`src/rtl/match_controller_pkg.sv`:
```
// match_pkg: shared state encoding, winner codes and wicket limit for match_controller.
package match_pkg;

  typedef enum logic [3:0] {
    INN1_READY,
    INN1_FIRE,
    INN1_SETTLE,
    INN1_CHECK,
    BREAK,
    INN2_READY,
    INN2_FIRE,
    INN2_SETTLE,
    INN2_CHECK,
    DONE
  } state_t;

  localparam logic [1:0] WIN_NONE = 2'b00;
  localparam logic [1:0] WIN_T1   = 2'b01;
  localparam logic [1:0] WIN_T2   = 2'b10;
  localparam logic [1:0] WIN_TIE  = 2'b11;

  localparam logic [3:0] ALL_OUT = 4'd10;

endpackage

```
`src/rtl/match_controller_over_counter.sv`:
```
// over_counter: ball/over tally for one innings, with a look-ahead flag raised on
// the strobe that completes the final over.
module over_counter #(
  parameter int MAX_OVERS      = 2,
  parameter int BALLS_PER_OVER = 6
) (
  input  logic       clk_fpga,
  input  logic       reset,
  input  logic       clear,
  input  logic       ball_strobe,
  output logic [2:0] ball_count,
  output logic [3:0] over_count,
  output logic       overs_done
);

  localparam logic [2:0] LAST_BALL = 3'(BALLS_PER_OVER - 1);
  localparam logic [3:0] LAST_OVER = 4'(MAX_OVERS - 1);

  logic [2:0] ball_q, ball_d;
  logic [3:0] over_q, over_d;

  always_comb begin
    ball_d     = ball_q;
    over_d     = over_q;
    overs_done = 1'b0;
    if (clear) begin
      ball_d = '0;
      over_d = '0;
    end else if (ball_strobe) begin
      if (ball_q == LAST_BALL) begin
        ball_d     = '0;
        over_d     = over_q + 4'd1;
        // Combinational so the caller can end the innings on this same strobe.
        overs_done = (over_q == LAST_OVER);
      end else begin
        ball_d = ball_q + 3'd1;
      end
    end
  end

  always_ff @(posedge clk_fpga) begin
    if (reset) begin
      ball_q <= '0;
      over_q <= '0;
    end else begin
      ball_q <= ball_d;
      over_q <= over_d;
    end
  end

  assign ball_count = ball_q;
  assign over_count = over_q;

endmodule

```
`src/rtl/match_controller.sv`:
```
// match_controller: sequences deliveries, innings changeover, chase target and result.
// Define MATCH_BREAK_HOLD_EN to hold the innings break until a bowl request arrives.
module match_controller #(
  parameter int MAX_OVERS      = 2,
  parameter int BALLS_PER_OVER = 6,
  parameter int SETTLE_CYCLES  = 2
) (
  input  logic       clk_fpga,
  input  logic       reset,
  input  logic       bowl_req,
  input  logic [7:0] runs_in,
  input  logic [3:0] wickets_in,
  output logic       delivery,
  output logic       teamSwitch,
  output logic       gameOver,
  output logic [2:0] ball_count,
  output logic [3:0] over_count,
  output logic [8:0] target,
  output logic [1:0] winner
);
  import match_pkg::*;

  localparam logic [7:0] LAST_SETTLE = 8'(SETTLE_CYCLES - 1);

  state_t     state_q, state_d;
  logic [7:0] settle_q, settle_d;
  logic [8:0] target_q, target_d;
  logic [1:0] winner_q, winner_d;
  logic       team_switch_q, team_switch_d;
  logic       game_over_q, game_over_d;

  logic       ball_strobe, cnt_clear, overs_done, all_out;
  logic [8:0] runs_ext;

  assign runs_ext = {1'b0, runs_in};
  assign all_out  = (wickets_in == ALL_OUT);

  over_counter #(
    .MAX_OVERS      (MAX_OVERS),
    .BALLS_PER_OVER (BALLS_PER_OVER)
  ) u_over_counter (
    .clk_fpga    (clk_fpga),
    .reset       (reset),
    .clear       (cnt_clear),
    .ball_strobe (ball_strobe),
    .ball_count  (ball_count),
    .over_count  (over_count),
    .overs_done  (overs_done)
  );

  always_comb begin
    state_d       = state_q;
    settle_d      = settle_q;
    target_d      = target_q;
    winner_d      = winner_q;
    team_switch_d = team_switch_q;
    game_over_d   = game_over_q;
    ball_strobe   = 1'b0;
    cnt_clear     = 1'b0;
    case (state_q)
      INN1_READY:  if (bowl_req) state_d = INN1_FIRE;
      INN1_FIRE: begin
        settle_d = '0;
        state_d  = INN1_SETTLE;
      end
      INN1_SETTLE: begin
        if (settle_q == LAST_SETTLE) state_d = INN1_CHECK;
        else settle_d = settle_q + 8'd1;
      end
      INN1_CHECK: begin
        ball_strobe = 1'b1;
        if (all_out || overs_done) begin
          target_d      = runs_ext + 9'd1;
          team_switch_d = 1'b1;
          state_d       = BREAK;
        end else begin
          state_d = INN1_READY;
        end
      end
      BREAK: begin
        cnt_clear = 1'b1;
`ifdef MATCH_BREAK_HOLD_EN
        if (bowl_req) state_d = INN2_READY;
`else
        state_d = INN2_READY;
`endif
      end
      INN2_READY:  if (bowl_req) state_d = INN2_FIRE;
      INN2_FIRE: begin
        settle_d = '0;
        state_d  = INN2_SETTLE;
      end
      INN2_SETTLE: begin
        if (settle_q == LAST_SETTLE) state_d = INN2_CHECK;
        else settle_d = settle_q + 8'd1;
      end
      INN2_CHECK: begin
        ball_strobe = 1'b1;
        // Reaching the target outranks an innings that ends on the same ball.
        if (runs_ext >= target_q) begin
          winner_d    = WIN_T2;
          game_over_d = 1'b1;
          state_d     = DONE;
        end else if (all_out || overs_done) begin
          winner_d    = (runs_ext < target_q - 9'd1) ? WIN_T1 : WIN_TIE;
          game_over_d = 1'b1;
          state_d     = DONE;
        end else begin
          state_d = INN2_READY;
        end
      end
      DONE:    state_d = DONE;
      default: state_d = INN1_READY;
    endcase
  end

  always_ff @(posedge clk_fpga) begin
    if (reset) begin
      state_q       <= INN1_READY;
      settle_q      <= '0;
      target_q      <= '0;
      winner_q      <= WIN_NONE;
      team_switch_q <= 1'b0;
      game_over_q   <= 1'b0;
    end else begin
      state_q       <= state_d;
      settle_q      <= settle_d;
      target_q      <= target_d;
      winner_q      <= winner_d;
      team_switch_q <= team_switch_d;
      game_over_q   <= game_over_d;
    end
  end

  assign delivery   = (state_q == INN1_FIRE) || (state_q == INN2_FIRE);
  assign teamSwitch = team_switch_q;
  assign gameOver   = game_over_q;
  assign target     = target_q;
  assign winner     = winner_q;

endmodule

```
`config.mk`:
```
export PLATFORM = sky130hd
export DESIGN_NAME = match_controller
export DESIGN_NICKNAME = d
export VERILOG_FILES = /design/src/rtl/match_controller_pkg.sv /design/src/rtl/match_controller_over_counter.sv /design/src/rtl/match_controller.sv
export SDC_FILE = /design/constraint.sdc
export NUM_CORES = 1
export LEC_CHECK = 0
export ABC_AREA = 1
export BUFFER_PORTS_ARGS = -buffer_cell sky130_fd_sc_hd__buf_2
export CELL_PAD_IN_SITES_DETAIL_PLACEMENT = 1
export CELL_PAD_IN_SITES_GLOBAL_PLACEMENT = 1
export CORE_MARGIN = 1
export CORE_UTILIZATION = 43
export DETAILED_ROUTE_END_ITERATION = 12
export PLACE_DENSITY = 0.82
export SKIP_LAST_GASP = 1
export SLEW_MARGIN = 20
export SYNTH_ARGS = -nofsm -noshare
export SYNTH_HDL_FRONTEND = slang
export SYNTH_SLANG_ARGS = --single-unit
```
`constraint.sdc`:
```
create_clock -name clk_fpga -period 3 [get_ports clk_fpga]
set_clock_uncertainty 0.2 [all_clocks]
set_input_delay 0.6 -clock clk_fpga [delete_from_list [all_inputs] [get_ports clk_fpga]]
set_output_delay 0.6 -clock clk_fpga [all_outputs]
set_load 0.1 [all_outputs]
```
==> flow_metrics.py <==
metrics = {
    "status": {
        "outcome": "completed",
    },
    "pwr": {
        "p_per_area_nw_per_um2": 420,
        "ir_drop_uv": 247,
        "p_leak_nw": 1.22,
        "fin_total_pwr_mw": 1.05,
    },
    "die": {
        "initial_utilization": 0.451,
        "core_area_sq_um": 4750,
        "die_h_microns": 72.6,
        "io_pins": 36,
        "die_w_microns": 72.6,
        "num_rows": 25,
        "die-area_sq_um": 5270,
    },
    "sta": {
        "slew_violations": 0,
        "tightest_slew_ps": 552,
        "rsz0062_at_grt": "false",
        "fin_crit_sh": 0.820,
        "whs_ps": 266,
        "fmaxAchievable_mhz": 407,
        "setup_tns_ps": 0,
        "finalSetupViolCount": 0,
        "slew_headroom": 0.629,
        "hold_viol_final": 0,
        "finalCriticalPeriod_ps": 2460,
    },
    "route": {
        "ant_nets": 0,
        "first_pass_iters": 4,
        "drt-wirelength-per-cell_microns": 12.4,
        "wirelength_microns": 5020,
        "drtIter0Drc": 57,
        "via_count": 1994,
        "avgViaCountPerCell": 4.92,
        "drcViolationCount": 0,
    },
    "clock_network": {
        "post_cts_resized": 0,
        "hold_buffers": 0,
        "clockBufferDepth": 2,
        "post_cts_buffers": 0,
        "htreeDepth": 2,
        "cts_tree": "done",
        "path_clk_slew_ps": 70,
        "root_buffer": "clkbuf_8",
        "clkSinkCount": 32,
        "insertion_delay_ps": 290,
        "numCtsBuffers": 5,
    },
    "grt": {
        "grt_pass1_vias": 2035,
        "busiest_layer": "met2",
        "grt_max_degree": 17,
        "use_met3": 0.0428,
        "antenna_found_initial": 0,
        "track_usage": 0.219,
        "overflow": 0,
        "gr-usage-met1": 0.274,
        "grt_pass1_wl_microns": 8980,
        "use_met2": 0.377,
    },
    "layout": {
        "antenna_cells": 0,
        "area_growth_pct": 16.2,
        "n_fill_cell": 637,
        "num-nets-final": 374,
        "drive_gt1_frac": 0.178,
        "fin_cells": 405,
    },
    "yosys": {
        "yosysTopAreaCell": "dfxtp_1",
        "synth_top_area_share": 0.299,
        "synth_top_family_by_area": "simple AND/OR/NAND/NOR gates",
        "synth_fa_ha_area_frac": 0.129,
        "yosysSeqAreaShare": 0.299,
        "ys_async_sr_fraction": 0,
        "mappedNetlistArea_sq_um": 2140,
        "ys.flop_type": "dfxtp_1",
        "synthXorXnorAreaFrac": 0.0654,
        "synth_edf_count": 0,
        "synthSimpleGateAreaFrac": 0.272,
        "synthCells": 298,
        "synth_seq_cells": 32,
        "yosysWarnings": 0,
        "syn_area_per_cell_sq_um": 7.19,
        "synth-compound-area-share": 0.138,
        "synth_nets": 335,
        "synth_top_cells_by_count": "46 x nand2_1, 44 x inv_1, 32 x dfxtp_1",
        "post-synth-top-count-cell": "nand2_1",
        "synthMuxAreaShare": 0,
        "yosysUniqueCellTypes": 35,
        "synth.area.top_cells": "dfxtp_1 30%, ha_1 13%, nand2_1 8.1%",
    },
    "worst_setup_path": {
        "arrival_ps": 1660,
        "slowest_delay_ps": 420,
        "critPathLaunchType": "flop",
        "path_class": "reg -> out",
        "critical_path.top_delay_family": "buffers and inverters",
        "crit_chain": "nor2_2, inv_1, nor2_1, nor2_2, inv_2, buf_2",
        "critPathSlowestCell": "buf_2",
        "regToRegSetupSlack_ps": 700,
        "critPathMaxFanout": 7,
        "path_buf_inv": 3,
        "cpMostUsedCell": "nor2_2",
        "worst_setup_path_end_kind": "output pin",
        "crit_required_ps": 2200,
    },
    "placed_design": {
        "gp_congestion": 0.779,
        "io_buffers": 35,
        "hpwl_microns": 4040,
        "dp.cells": 397,
    },
    "job": {
        "maxCapViolCount": 0,
    },
    "worst_hold_path": {
        "hp-class": "reg -> reg",
    },
}
-- layout by cell type (no fill, tap or decap) --
cell / count
bufinv_16: 1
a21oi_1: 25
o21ai_0: 9
o21ai_1: 6
a21o_1: 1
and3_1: 1
nand4_1: 6
and2_1: 2
o22ai_1: 1
nand2_2: 2
inv_1: 44
o211ai_1: 2
dfxtp_1: 32
clkinv_1: 1
nand3b_1: 1
buf_2: 35
nand3_1: 18
nand4_2: 1
o21a_1: 1
a31oi_1: 1
clkbuf_8: 5
nand2_4: 2
clkbuf_1: 1
clkinv_2: 2
a211oi_2: 1
nor2_1: 28
xnor2_1: 2
nor2_2: 5
nor2_4: 1
nand2_1: 46
a211oi_1: 3
nor3b_1: 2
a21boi_4: 1
ha_1: 22
inv_2: 4
nor3_1: 9
xor2_1: 14
-- final timing paths --
kind / start / endpoint / cells after the start
max: state_q[3] / delivery / 6
min: settle_q[4] / settle_q[4] / 2
max reg2reg: target[0] / winner[1] / 15
min reg2reg: settle_q[4] / settle_q[4] / 2
-- worst register-to-register path: cells and delay by family, from the launching register on --
family / cells / cell delay (ps)
flip-flops: 1 / 340
adder cells (fa/ha/maj): 2 / 500
AO/OA/AOI/OAI: 1 / 110
XOR/XNOR: 1 / 180
buffers and inverters: 2 / 190
AND/OR/NAND/NOR: 9 / 710
-- kinds of logic (layout without fill, tap and decap cells) --
group	Yosys count	count (layout)
DFF	32	32
AOI/OAI and AO/OA	51	51
xor gates and xnor gates	16	16
adders and majority gates	22	22
buffers and inverters	53	93
and+or+nand+nor	124	124
-- cell type report --
| cell class | count | area (sq um) | area share |
|---|---|---|---|
| clock buffer | 6 | 72.6 | 0.0291 |
| inverter | 50 | 189 | 0.0759 |
| sequential | 32 | 641 | 0.257 |
| tap | 67 | 83.8 | 0.0337 |
| multi-input combinational | 213 | 1290 | 0.520 |
| timing repair buffer | 35 | 175 | 0.0704 |
| clock inverter | 2 | 35.0 | 0.0141 |
-- state kept, by name (all words and copies together), names as in the netlist --
name and flops:
u_over_counter.over_count 4, state_q 4, target 9, teamSwitch 1, u_over_counter.ball_count 3, winner 2
settle_q 8, gameOver 1
-- per-stage QoR --
stage	setup WS, ps	area, sq um	util
2_1_floorplan	188	2140	-
3_3_place_gp	727	2380	0.501
3_5_place_dp	697	2380	0.501
4_1_cts	521	2490	0.524
5_1_grt	435	2490	0.524
6_report	541	2490	0.524
-- per-layer routing --
| metal | part of all wire | wire length, microns | vias up |
|---|---|---|---|
| li1 | - | - | 1047 |
| met1 | 0.48 | 2400 | 914 |
| met2 | 0.48 | 2430 | 27 |
| met3 | 0.024 | 120 | 6 |
| met4 | 0.014 | 69 | 0 |
| met5 | 0 | 0 | - |
-- report_power, final --
group	leakage [nW]	internal, mW	switching, mW
sequential	0.258	0.434	0.0133
combinational	0.902	0.0581	0.134
clock	0.0552	0.246	0.160
No activity file was read; power rests on OpenSTA's default activity.
